<file path="src/rtl/rf_wb_arbiter.sv">
// Two-requester register-file writeback arbiter: one entry buffer each for execute and load, oldest-first grant.
// Optional pending-write scoreboard output enabled with macro RF_WB_PEND_EN.
module rf_wb_arbiter (
   input  logic        clk,
   input  logic        rst_n,
   input  logic        ex_valid_i,
   input  logic [4:0]  ex_dst_i,
   input  logic [31:0] ex_data_i,
   output logic        ex_ready_o,
   input  logic        mem_valid_i,
   input  logic [4:0]  mem_dst_i,
   input  logic [31:0] mem_data_i,
   output logic        mem_ready_o,
   input  logic        stall_i,
   output logic        rf_we_o,
   output logic [4:0]  rf_dst_o,
   output logic [31:0] rf_dst_d_o,
   output logic [31:0] pend_o
);

   typedef enum logic [1:0] {ORD_NONE, ORD_EX_OLD, ORD_MEM_OLD} ord_t;

   typedef struct packed {
      logic        vld;
      logic [4:0]  dst;
      logic [31:0] data;
   } wb_ent_t;

   wb_ent_t exb, memb, exb_nxt, memb_nxt;
   ord_t    ord, ord_nxt;
   logic    gnt_ex, gnt_mem, ex_ret, mem_ret, ex_acc, mem_acc, ex_fill, mem_fill;

   // With both buffers valid ord is never NONE, so exactly one grant is live.
   always_comb begin
      gnt_ex      = exb.vld  & (~memb.vld | (ord == ORD_EX_OLD));
      gnt_mem     = memb.vld & (~exb.vld  | (ord == ORD_MEM_OLD));
      ex_ret      = gnt_ex  & ~stall_i;
      mem_ret     = gnt_mem & ~stall_i;
      ex_ready_o  = ~exb.vld  | ex_ret;
      mem_ready_o = ~memb.vld | mem_ret;
      ex_acc      = ex_valid_i  & ex_ready_o;
      mem_acc     = mem_valid_i & mem_ready_o;
      ex_fill     = ex_acc  & (|ex_dst_i);
      mem_fill    = mem_acc & (|mem_dst_i);
   end

   // Writes to x0 are accepted to keep the handshake moving, then dropped.
   always_comb begin
      exb_nxt  = exb;
      memb_nxt = memb;
      if (ex_ret)  exb_nxt.vld  = 1'b0;
      if (mem_ret) memb_nxt.vld = 1'b0;
      if (ex_acc) begin
         exb_nxt.vld  = ex_fill;
         exb_nxt.dst  = ex_dst_i;
         exb_nxt.data = ex_data_i;
      end
      if (mem_acc) begin
         memb_nxt.vld  = mem_fill;
         memb_nxt.dst  = mem_dst_i;
         memb_nxt.data = mem_data_i;
      end
   end

   // A buffer filled this edge is always the younger one; same-edge fills treat the load as older.
   always_comb begin
      ord_nxt = ord;
      if (!(exb_nxt.vld && memb_nxt.vld)) ord_nxt = ORD_NONE;
      else if (ex_fill && mem_fill)       ord_nxt = ORD_MEM_OLD;
      else if (mem_fill)                  ord_nxt = ORD_EX_OLD;
      else if (ex_fill)                   ord_nxt = ORD_MEM_OLD;
   end

   always_ff @(posedge clk or negedge rst_n) begin
      if (!rst_n) begin
         ord <= ORD_NONE;
      end else begin
         ord <= ord_nxt;
      end
   end

   always_ff @(posedge clk or negedge rst_n) begin
      if (!rst_n) begin
         exb  <= '0;
         memb <= '0;
      end else begin
         exb  <= exb_nxt;
         memb <= memb_nxt;
      end
   end

   always_comb begin
      rf_we_o    = ex_ret | mem_ret;
      rf_dst_o   = 5'd0;
      rf_dst_d_o = 32'h0;
      if (gnt_ex) begin
         rf_dst_o   = exb.dst;
         rf_dst_d_o = exb.data;
      end else if (gnt_mem) begin
         rf_dst_o   = memb.dst;
         rf_dst_d_o = memb.data;
      end
   end

`ifdef RF_WB_PEND_EN
   // Valid buffers never hold dst 0, so bit 0 stays clear.
   always_comb begin
      pend_o = 32'h0;
      if (exb.vld)  pend_o[exb.dst]  = 1'b1;
      if (memb.vld) pend_o[memb.dst] = 1'b1;
   end
`else
   assign pend_o = 32'h0;
`endif

endmodule

</file>
<file path="config.mk">
export PLATFORM = sky130hd
export DESIGN_NAME = rf_wb_arbiter
export DESIGN_NICKNAME = d
export VERILOG_FILES = /design/src/rtl/rf_wb_arbiter.sv
export SDC_FILE = /design/constraint.sdc
export NUM_CORES = 1
export LEC_CHECK = 0
export CORE_UTILIZATION = 40
export CTS_BUF_LIST = sky130_fd_sc_hd__clkbuf_8
export DETAILED_ROUTE_END_ITERATION = 12
export PLACE_DENSITY = 0.81
export SETUP_SLACK_MARGIN = 0.3
export SYNTH_ARGS = -nofsm -noshare
export SYNTH_HDL_FRONTEND = slang
export SYNTH_SLANG_ARGS = --single-unit
</file>
<file path="constraint.sdc">
create_clock -name clk -period 1.7 [get_ports clk]
set_clock_uncertainty 0.2 [all_clocks]
set_input_delay 0.34 -clock clk [delete_from_list [all_inputs] [get_ports clk]]
set_output_delay 0.34 -clock clk [all_outputs]
set_load 0.02 [all_outputs]
</file>
# Word level (Yosys, flattened, before mapping)
# Cells that the tools add are included.
# op_classes
n_eq_ne	3
n_mux	12
bitwise_logic	16
n_reduce_logical	4
# ops
operator	n
2-to-1 mux 38 bit	2
2-to-1 mux 32 bit	2
2-to-1 mux 5 bit	2
OR reduction 5 bit	2
AND 1 bit	8
2-to-1 mux 2 bit	4
OR 1 bit	5
inequality test 4 x 3 -> 1 bit, second input constant	1
NOT 1 bit	3
== test 2 x 1 -> 1 bit, second input constant	1
== test 2 bit, second input constant	1
logical AND 1 bit	2
2-to-1 mux 1 bit	2
# totals
ff_bits	78
out_inout_bits	72
wordCells	42

# Depth between registers and ports, before layout
# Gate-level depths: netlist (run 1).
# depth
depth_word	11
ltp_mapped	5
depth_no_buf	5

# Least setup slack after synthesis (run 1)
# No wires, ideal clock.
# synth_timing
path_kind	flip-flop to output port
startpoint	reg ord[1]
endpoint	out rf_dst_d_o[10]
t_arrival_ns	1.424
t_required_ns	1.160
slack_ns	-0.264
stages_incl_launch_ff	6
n_path_buf	1
path_cell_list	dfrtp_1 > nand2b_1 > and2_1 > nor2_2 > buf_2 > a22o_1
# synth_via
elab_chain_len	5
# synth_rtl
item	line_no	rtl
start, declared	30	ord_t ord, ord_nxt;
start signal, assigned	78	ord <= ord_nxt;
== test 2 bit	36	gnt_mem = memb.vld & (~exb.vld | (ord == ORD_MEM_OLD));
OR 1 bit	36	
AND 1 bit	36	
2-to-1 mux 32 bit	99	end else if (gnt_mem) begin
2-to-1 mux 32 bit *	96	if (gnt_ex) begin
end, declared	17	output logic [31:0] rf_dst_d_o,
# Every way passes the cells marked *; elsewhere a longest branch is shown, timed or not.

# Final worst setup path (run 1)
# layout_timing
startpoint	reg ord[1]
endpoint	out rf_dst_d_o[1]
# The elaborated chain is that of the path after synthesis.

==> results of run 1 <==
==> sequential cells by signal, summed over array words and instances, names as in the netlist <==
| signal | flops |
|---|---|
| memb | 38 |
| ord | 2 |
| exb | 38 |
==> layout by cell type, fill, tap and decap left out, types with 2 or more instances in the layout <==
master            n
a21oi_4           4
a22o_1            7
a22o_4           30
buf_12           12
buf_16            8
buf_4            28
buf_6            54
clkbuf_16         2
clkbuf_8         11
clkdlybuf4s50_1  76
clkinv_2          3
conb_1           32
dfrtp_1          78
inv_1             3
mux2_2           60
mux2_4           14
nand2b_4          2
nand4_1           2
nor2_2            2
o21ai_2           3
o21ai_4           2
==> worst max-delay path, stage by stage (launching register included) <==
cell and delay (ps):
dfrtp_1 390, nand2b_4 150, and2_4 160, nor2_4 160
buf_12 150, buf_12 120, a22o_4 130, buf_6 110
==> cell type report <==
class	count	area, µm²	share of cell area (%)
clock buffers	11	151	2.40
clock inverters	5	32.5	0.517
inverters	4	15.0	0.238
multi-input cells	169	1880	29.9
flip-flops and latches	78	1950	31.0
well taps	108	135	2.15
repair buffers	184	2130	33.8
==> layer usage <==
metal | vias up | wire, µm
met3 | 26 | 392
met4 | 0 | 335
met2 | 95 | 5450
met5 | - | 0
met1 | 1413 | 4470
li1 | 1271 | -
==> cells by family after synthesis <==
kind of cell           after synthesis  share of synthesized area, %
muxes                               74                          22.8
AOI/OAI and AO/OA                   50                          11.8
and+or+nand+nor                     13                          1.98
other                                1                         0.102
DFF                                 78                          53.2
buffers and inverters               50                          10.2
==> worst max path at each step <==
stage / startpoint / end / slack (ps) / cells past startpoint
final: ord[1]$_DFFE_PN0P_ / rf_dst_d_o[1] / -580 / 7
after global routing: ord[1]$_DFFE_PN0P_ / rf_dst_d_o[1] / -660 / 7
after CTS: ord[1]$_DFFE_PN0P_ / rf_dst_d_o[2] / -670 / 6
after detailed placement: ord[0]$_DFFE_PN0P_ / rf_dst_d_o[3] / -700 / 5
after global placement: ord[0]$_DFFE_PN0P_ / rf_dst_d_o[31] / -640 / 5
after floorplan: ord[0]$_DFFE_PN0P_ / memb[10]$_DFFE_PN0P_ / -110 / 5
==> repair_timing <==
| item | in CTS | in global routing |
|---|---|---|
| setup buffers | 16 | 13 |
| setup endpoints to repair | 118 | 118 |
| hold buffers | 1 | 0 |
| gates cloned | 8 | 2 |
| pin swaps | 7 | 14 |
| hold endpoints to repair | 78 | 0 |
| resized for setup | 254 | 42 |
==> report_power, final <==
part           internal (mW)  total (mW)  switching [mW]
Combinational           4.56        7.59            3.03
Sequential              2.80        3.47           0.670
Clock                  0.611        1.30           0.689
Total                   7.97        12.4            4.39
==> through the flow <==
stage                     hold WS, ps  utilization [%]  cells  instance area (µm²)
after floorplan                  -156                -    297                 4120
final                             311             71.5    559                 6300
after global routing              312             71.5    559                 6300
after CTS                         289             68.4    544                 6030
after global placement            195             60.7    503                 5340
after detailed placement          200             60.7    503                 5340
==> impl_results.md, run 1 <==
* Outcome: complete, but fails checks
* Failing checks: DRC, setup timing
* Max_cap viols at 0
* Main synth FF type: dfrtp_1
* Area contributors post-synth: dfrtp_1, mux2_2, a22o_1
* Total wire length at 10,700 µm
* Hold Fails Final Rpt at 0
* Post-synthesis sequential area ratio at 53.2%
* Synthesized area per cell at 13.8 µm²
* Crit. End Element: output pin
* Hold Crit Depth at 3
* Overall die area at 9560 µm²
* Slew Limit Fails at 0
* Reg-to-reg startpoint: ord[1]$_DFFE_PN0P_
* Minimum clock period at 2280 ps
* CTS tree: done
* Crit path DAT at 1740 ps
* Die Ht at 97.8 µm
* Via count at 2,805
* Worst Reg-to-Reg Cells at 11
* Yosys cell types at 27
* Seq cells post-synth at 78
* Clock tree sinks at 78
* Count leader, synth: dfrtp_1
* Final nets at 525
* GR peak layer: met2
* Post-DP HPWL at 6290 µm
* Site Rows at 34
* Worst Setup Start Kind: register
* Initial antenna violation count at 0
* Syn Inst Count at 266
* Setup WS pre-CTS at -697 ps
* Worst-Skew Late Latency at 350 ps
* Clk buf depth at 2
* Worst EP required at 1160 ps
* Final setup viols at 118
* WL/cell at 19.1 µm
* GRT Overall Usage at 22.2%
* Diodes inserted at 0
* Number of synthesized flops with an enable pin at 0
* Overall power at 12.4 mW
* Synth top area share at 53.2%
* Met3 GRT Util at 4.01%
* Met1 Usage GRT at 28.5%
* Overflow after GRT at 0
* Top post-synthesis cells by count: dfrtp_1, mux2_2, a22o_1
* RSZ-0062 raised after global routing: true
* Met2 GRT Util at 37.8%
* Area of the core at 8810 µm²
* Cts bufs inserted at 9
* Setup TNS at -56,770 ps
* Die width at 97.8 µm
* Hold Path Sink: memb[33]$_DFFE_PN0P_
* Area Growth Syn to Fin at 71.5%
* Worst min-delay path category: in2reg
* Min-Delay Startpoint: mem_dst_i[1]
* Fin crit share at 134%
* DRC viols at 18
* CP Max Fanout at 8
* Final Worst Setup Slack at -581 ps
* Critical R2R Capture: exb[27]$_DFFE_PN0N_
* GPL Wtd Cong at 0.780
* R2R setup slack at -550 ps
* Highest Clock Rate at 0.438 GHz
* First-pass GRT wire length at 16,100 µm
* Post-synthesis cell area at 3670 µm²
* Root Driver: clkbuf_8
* Initial Utilization at 41.7%
* VDD IR max at 1.05 mV
* Vias in the first global route at 2,974
* Proportion of layout cells with a drive suffix above 1 at 55.0%
* LEAKAGE at 2.93 nW
* # fillers at 585
* Final ANT Viol Nets at 0
* Post-synth top area cell: dfrtp_1
* Largest net degree at the start of global routing at 79
* Boundary Pins at 151
* H-tree Lvls at 3
* Critical path class: reg2out
* Warnings, synthesis at 0
* FFs w/ async S/R, synth at 100%
* Pwr per Cell Area at 1960 nW/µm²
* First DRT Iteration DRCs at 95
* Clk slew on worst S/H paths at 80 ps
* Buffers on Ports at 118
* Drt pass-1 iters at 8
* Vias/cell at 5.02
(Power assumes the default switching activity.)
==> inputs of run 2 (changes only) <==
--- a/config.mk
+++ b/config.mk
@@ -5,6 +5,7 @@
 export SDC_FILE = /design/constraint.sdc
 export NUM_CORES = 1
 export LEC_CHECK = 0
+export CORE_MARGIN = 4
 export CORE_UTILIZATION = 40
 export CTS_BUF_LIST = sky130_fd_sc_hd__clkbuf_8
 export DETAILED_ROUTE_END_ITERATION = 12
==> impl_results.md, run 2 (same netlist as run 1, synthesis figures left out) <==
* Setup WS pre-CTS at -683 ps (+13.6 ps)
* Clk slew on worst S/H paths at 80 ps (about the same)
* Proportion of layout cells with a drive suffix above 1 at 52.6% (-2.4 points)
* Root Driver: clkbuf_8
* Post-route cell area at 6250 µm² (-0.70%)
* Die Ht at 104 µm (+6.1%)
* Diodes inserted at 0 (unchanged)
* Post-DP Area at 5310 µm² (-0.61%)
* Failing checks: setup timing
* Largest registers: exb (38), memb (38), ord (2)
* Critical R2R Capture: memb[17]$_DFFE_PN0P_
* Switching Share at 34.6% (-0.97 points)
* CP Cell Sequence: nand2b_4 > and2_4 > nor2_4 > buf_6 > clkbuf_16 > a22o_4 > buf_6
* Combinational fraction of design power at 59.6% (-1.8 points)
* Vias in the first global route at 3,111 (+4.6%)
* Pwr per Cell Area at 2020 nW/µm² (+3.1%)
* Worst path most repeated cell: buf_6
* RSZ-0062 raised after global routing: true
* Crit-path max cell delay at 450 ps (+60 ps)
* Crit path DAT at 1750 ps (about the same)
* Clock share of power at 12.7% (+2.2 points)
* Critical path class: reg2out
* Finished Layout Cells at 547 (-2.1%)
* Fin crit share at 135% (+0.36 points)
* Largest net degree at the start of global routing at 79 (unchanged)
* Worst EP required at 1160 ps (about the same)
* Slew Limit Fails at 0 (unchanged)
* Final ANT Viol Nets at 0 (unchanged)
* Reg-to-reg startpoint: ord[0]$_DFFE_PN0P_
* Initial Utilization at 41.7% (unchanged)
* Overall die area at 10,800 µm² (+13%)
* Final Worst Setup Slack at -587 ps (-6.14 ps)
* Clock tree sinks at 78 (unchanged)
* Hold Path Sink: memb[35]$_DFFE_PN0P_
* Top delay family on crit path: flip-flops
* DRC viols at 0 (-18)
* Bufs and invs on worst path at 3 (unchanged)
* Cts bufs inserted at 9 (unchanged)
* Final setup viols at 118 (unchanged)
* First DRT Iteration DRCs at 59 (-38%)
* Hold Crit Depth at 1 (-2)
* H-tree Lvls at 3 (unchanged)
* Post-DP HPWL at 6770 µm (+7.7%)
* # fillers at 590 (+0.85%)
* P_sw at 4.38 mW (-0.38%)
* Worst Reg-to-Reg Cells at 9 (-2)
* Placed Cells at 502 (-0.20%)
* Power Internal at 8.28 mW (+3.9%)
* Die width at 104 µm (+6.1%)
* LEAKAGE at 3.00 nW (+2.3%)
* Max_cap viols at 0 (unchanged)
* GPL Wtd Cong at 0.773 (-0.82%)
* Site Rows at 34 (unchanged)
* Via count at 2,741 (-2.3%)
* Highest Clock Rate at 0.437 GHz (-0.27%)
* VDD IR max at 1.13 mV (+8.0%)
* R2R setup slack at -470 ps (+80 ps)
* Crit. End Element: output pin
* Slowest CP cell: dfrtp_2
* Area Growth Syn to Fin at 70.3%
* GRT Overall Usage at 20.0% (-2.3 points)
* Worst-Skew Late Latency at 350 ps (about the same)
* First-pass GRT wire length at 16,900 µm (+4.8%)
* Total wire length at 11,000 µm (+2.8%)
* Minimum clock period at 2290 ps (+6.14 ps)
* Clk buf depth at 2 (unchanged)
* Buffers on Ports at 118 (unchanged)
* Overflow after GRT at 0 (unchanged)
* Worst min-delay path category: reg2reg
* Final nets at 513 (-2.3%)
* Initial antenna violation count at 0 (unchanged)
* Vias/cell at 5.01 (-0.14%)
* Hold Fails Final Rpt at 0 (unchanged)
* Drt pass-1 iters at 4 (-4)
* CP Max Fanout at 4 (-4)
* WL/cell at 20.0 µm (+5.0%)
* CTS tree: done
* Min-Delay Startpoint: memb[35]$_DFFE_PN0P_
* Area of the core at 8810 µm² (unchanged)
* Outcome: complete, but fails checks
* Flop pwr share at 27.7% (-0.4 points)
* Commonest non-fill, non-tap cells in the layout: dfrtp_1, clkdlybuf4s50_1, buf_6, mux2_4, conb_1
* Boundary Pins at 151 (unchanged)
* Worst Setup Start Kind: register
* WHS at 314 ps (+2.66 ps)
-- run 2: layout make-up --
cell class	instances	area (µm²)	share of cell area (%)
clock buffers	12	165	2.64
inverters	4	15.0	0.240
well taps	108	135	2.16
multi-input cells	169	1960	31.3
repair buffers	172	1960	31.3
clock inverters	4	68.8	1.10
flip-flops and latches	78	1950	31.2
-- run 2: worst max path at each step --
stage                       startpoint              endpoint  cells past startpoint
floorplan           ord[0]$_DFFE_PN0P_  memb[10]$_DFFE_PN0P_                      5
global placement    ord[1]$_DFFE_PN0P_         rf_dst_d_o[0]                      6
detailed placement  ord[0]$_DFFE_PN0P_           rf_dst_o[4]                      5
CTS                 ord[1]$_DFFE_PN0P_         rf_dst_d_o[0]                      7
global route        ord[0]$_DFFE_PN0P_           rf_dst_o[4]                      6
finish              ord[0]$_DFFE_PN0P_        rf_dst_d_o[30]                      7
-- run 2: worst register-to-register path: stages, from the launching register on --
cell and delay, ps:
dfrtp_2 450, nand2b_4 180, buf_4 140, buf_6 120, a21oi_4 150, o21ai_4 100, buf_6 130, buf_4 130
buf_12 140, mux2_4 300
-- run 2: power by group through the flow --
stage	clock [mW]	combinational [mW]	sequential [mW]
after floorplan	0	3.93	3.30
after global placement	0	5.80	3.46
after detailed placement	0	5.89	3.50
after CTS	1.62	7.00	3.48
after global routing	1.71	7.90	3.62
final	1.60	7.55	3.51
-- run 2: repair_timing --
action                     in CTS  in global routing
setup endpoints to repair     118                118
buffers inserted               17                  3
pin swaps                      12                  9
gates resized for setup       260                 48
hold endpoints to repair       78                  0
hold buffers                    1                  0
gates cloned                    7                  1
-- run 2: metrics by stage --
step	utilization, %	setup TNS, ps	total power, mW
2_1_floorplan	-	-7180	7.24
3_3_place_gp	60.3	-62930	9.25
3_5_place_dp	60.3	-65780	9.40
4_1_cts	68.4	-42500	12.1
5_1_grt	71.0	-54740	13.2
6_report	71.0	-48440	12.7
-- run 2: layer usage --
metal	GRT usage (%)	routed length, µm	share of wire (%)
met3	3.92	477	4.4
met1	23.3	4350	40
met2	36.4	5940	54
met5	0	0	0
met4	6.84	189	1.7
==> inputs of run 3 (changes only) <==
--- a/config.mk
+++ b/config.mk
@@ -5,10 +5,13 @@
 export SDC_FILE = /design/constraint.sdc
 export NUM_CORES = 1
 export LEC_CHECK = 0
+export ABC_CLOCK_PERIOD_IN_PS = 1700
+export CAP_MARGIN = 10
 export CORE_MARGIN = 4
 export CORE_UTILIZATION = 40
 export CTS_BUF_LIST = sky130_fd_sc_hd__clkbuf_8
 export DETAILED_ROUTE_END_ITERATION = 12
+export GPL_TIMING_DRIVEN = 0
 export PLACE_DENSITY = 0.81
 export SETUP_SLACK_MARGIN = 0.3
 export SYNTH_ARGS = -nofsm -noshare
==> impl_results.md, run 3 (same netlist as run 1, synthesis figures left out) <==
* Vias/cell at 4.86 (-2.9%)
* Initial antenna violation count at 0 (unchanged)
* Diodes inserted at 0 (unchanged)
* Outcome: complete, but fails checks
* Storage element area at 1950 µm² (about the same)
* Crit. End Element: output pin
* Overall power at 11.9 mW (-5.6%)
* CTS tree: done
* Setup WS pre-CTS at -918 ps (-235 ps)
* Clock tree sinks at 78 (unchanged)
* Leading cell type in the layout, fill and taps excluded: dfrtp_1
* Slew Limit Fails at 0 (unchanged)
* Worst-Skew Late Latency at 340 ps (about the same)
* Final Worst Setup Slack at -556 ps (+31.3 ps)
* Overflow after GRT at 0 (unchanged)
* Switching Share at 35.6% (+1.1 points)
* Worst EP required at 1160 ps (about the same)
* Post-DP HPWL at 6780 µm (about the same)
* CP Max Fanout at 10 (+6)
* GRT Overall Usage at 18.6% (-1.4 points)
* WL/cell at 17.9 µm (-11%)
* Reg-to-reg startpoint: ord[1]$_DFFE_PN0P_
* Setup TNS at -41,690 ps (+6750 ps)
* Critical path class: reg2out
* Area of the core at 8810 µm² (unchanged)
* Hold Fails Final Rpt at 0 (unchanged)
* Boundary Pins at 151 (unchanged)
* Max_cap viols at 0 (unchanged)
* Die Ht at 104 µm (unchanged)
* Multi-input logic area at 1850 µm² (-5.8%)
* Final ANT Viol Nets at 0 (unchanged)
* Area Growth Syn to Fin at 72.5%
* Via count at 2,787 (+1.7%)
* Worst min-delay path category: in2reg
* Clock share of power at 10.4% (-2.3 points)
* Failing checks: setup timing
* Vias in the first global route at 3,032 (-2.5%)
* Initial Utilization at 41.7% (unchanged)
* Highest Clock Rate at 0.443 GHz (+1.4%)
* Final nets at 539 (+5.1%)
* RSZ-0062 raised after global routing: true
* First DRT Iteration DRCs at 73 (+24%)
* Clk slew on worst S/H paths at 90 ps (about the same)
* DRC viols at 0 (unchanged)
* Hold Crit Depth at 2 (+1)
* Commonest non-fill, non-tap cells in the layout: dfrtp_1, clkdlybuf4s50_1, mux2_2, buf_6, buf_4
* Largest net degree at the start of global routing at 62 (-22%)
* R2R setup slack at -360 ps (+110 ps)
* LEAKAGE at 3.01 nW (+0.15%)
* Hold Path Sink: memb[34]$_DFFE_PN0P_
* P_sw at 4.26 mW (-2.7%)
* Overall die area at 10,800 µm² (unchanged)
* Root Driver: clkbuf_8
* Combinational fraction of design power at 60.8% (+1.2 points)
* First-pass GRT wire length at 15,900 µm (-5.9%)
* Site Rows at 34 (unchanged)
* # fillers at 593 (+0.51%)
* Power Internal at 7.69 mW (-7.1%)
* Final setup viols at 114 (-3.4%)
* H-tree Lvls at 3 (unchanged)
* Largest registers: exb (38), memb (38), ord (2)
* Worst Reg-to-Reg Cells at 9 (unchanged)
* Buffers on Ports at 118 (unchanged)
* Minimum clock period at 2260 ps (-31.3 ps)
* Cts bufs inserted at 9 (unchanged)
* WHS at 45.5 ps (-268 ps)
* Drt pass-1 iters at 4 (unchanged)
* Fin crit share at 133% (-1.8 points)
* Worst Setup Start Kind: register
* Flop pwr share at 28.8% (+1.1 points)
* Total wire length at 10,200 µm (-6.5%)
* Crit path DAT at 1720 ps (-30 ps)
* GPL Wtd Cong at 0.856 (+11%)
* Die width at 104 µm (unchanged)
* Utilization after layout at 71.9% (+0.88 points)
* Proportion of layout cells with a drive suffix above 1 at 56.1% (+3.5 points)
* VDD IR max at 1.06 mV (-6.2%)
* Critical R2R Capture: exb[33]$_DFFE_PN0N_
* Clk buf depth at 2 (unchanged)
* Pwr per Cell Area at 1890 nW/µm² (-6.8%)
* Min-Delay Startpoint: mem_dst_i[2]
run 3: cell count changes in the layout (fill, tap and decap cells not counted), moves of 5 or more:
| cell | delta |
|---|---|
| mux2_2 | +29 |
| mux2_4 | -29 |
| buf_8 | +5 |
| clkdlybuf4s50_1 | -7 |
| buf_4 | +26 |
run 3: worst max-delay path by stage:
stage	from	end	slack, ps	cells past startpoint
3_5_place_dp	ord[0]$_DFFE_PN0P_	rf_dst_d_o[1]	-920	5
5_1_grt	exb[37]$_DFF_PN0_	rf_dst_d_o[4]	-630	7
4_1_cts	ord[0]$_DFFE_PN0P_	rf_dst_d_o[2]	-570	7
3_3_place_gp	rst_n	exb[23]$_DFFE_PN0N_	-2640	1
2_1_floorplan	ord[0]$_DFFE_PN0P_	memb[10]$_DFFE_PN0P_	-110	5
6_report	ord[0]$_DFFE_PN0P_	rf_dst_d_o[4]	-560	6
run 3: final cells by class:
class                   count  area share [%]
plain buffers              46            7.49
clock buffers               9            1.96
clock inverters             7           0.830
inverters                   4           0.277
multi-input cells         169            29.2
flip-flops and latches     78            30.8
well taps                 108            2.13
repair buffers            152            27.3
run 3: repair_timing:
item | CTS | global route
endpoints found under the hold margin | 39 | 0
gates resized for setup | 289 | 22
setup buffers | 20 | 7
pin swaps | 17 | 3
hold buffers | 1 | 0
cloned | 5 | 0
endpoints found under the setup margin | 118 | 118
run 3: worst max-delay path: stages (launching register included):
cell and delay (ps):
dfrtp_1 430, nand2b_4 180, a21oi_4 190, buf_12 150, buf_8 160, a22o_4 140, buf_6 110
run 3: power groups by stage:
stage,Sequential [mW],Combinational (mW),Clock [mW]
5_1_grt,3.55,7.63,1.36
3_5_place_dp,3.46,5.81,0
2_1_floorplan,3.30,3.93,0
3_3_place_gp,3.39,5.73,0
4_1_cts,3.41,7.01,1.27
6_report,3.44,7.27,1.24
run 3: layer usage:
layer / wire length [µm] / vias to the layer above / global-route usage, %
met1: 4010 / 1381 / 21.9
met2: 5580 / 95 / 33.7
met3: 511 / 10 / 3.54
met5: 0 / - / 0
li1: - / 1301 / -
met4: 133 / 0 / 6.27
run 3: through the flow:
stage / std cells / area [µm²]
after floorplan: 297 / 4120
after global placement: 523 / 5440
after detailed placement: 524 / 5460
after CTS: 566 / 6200
after global routing: 573 / 6330
final: 573 / 6330
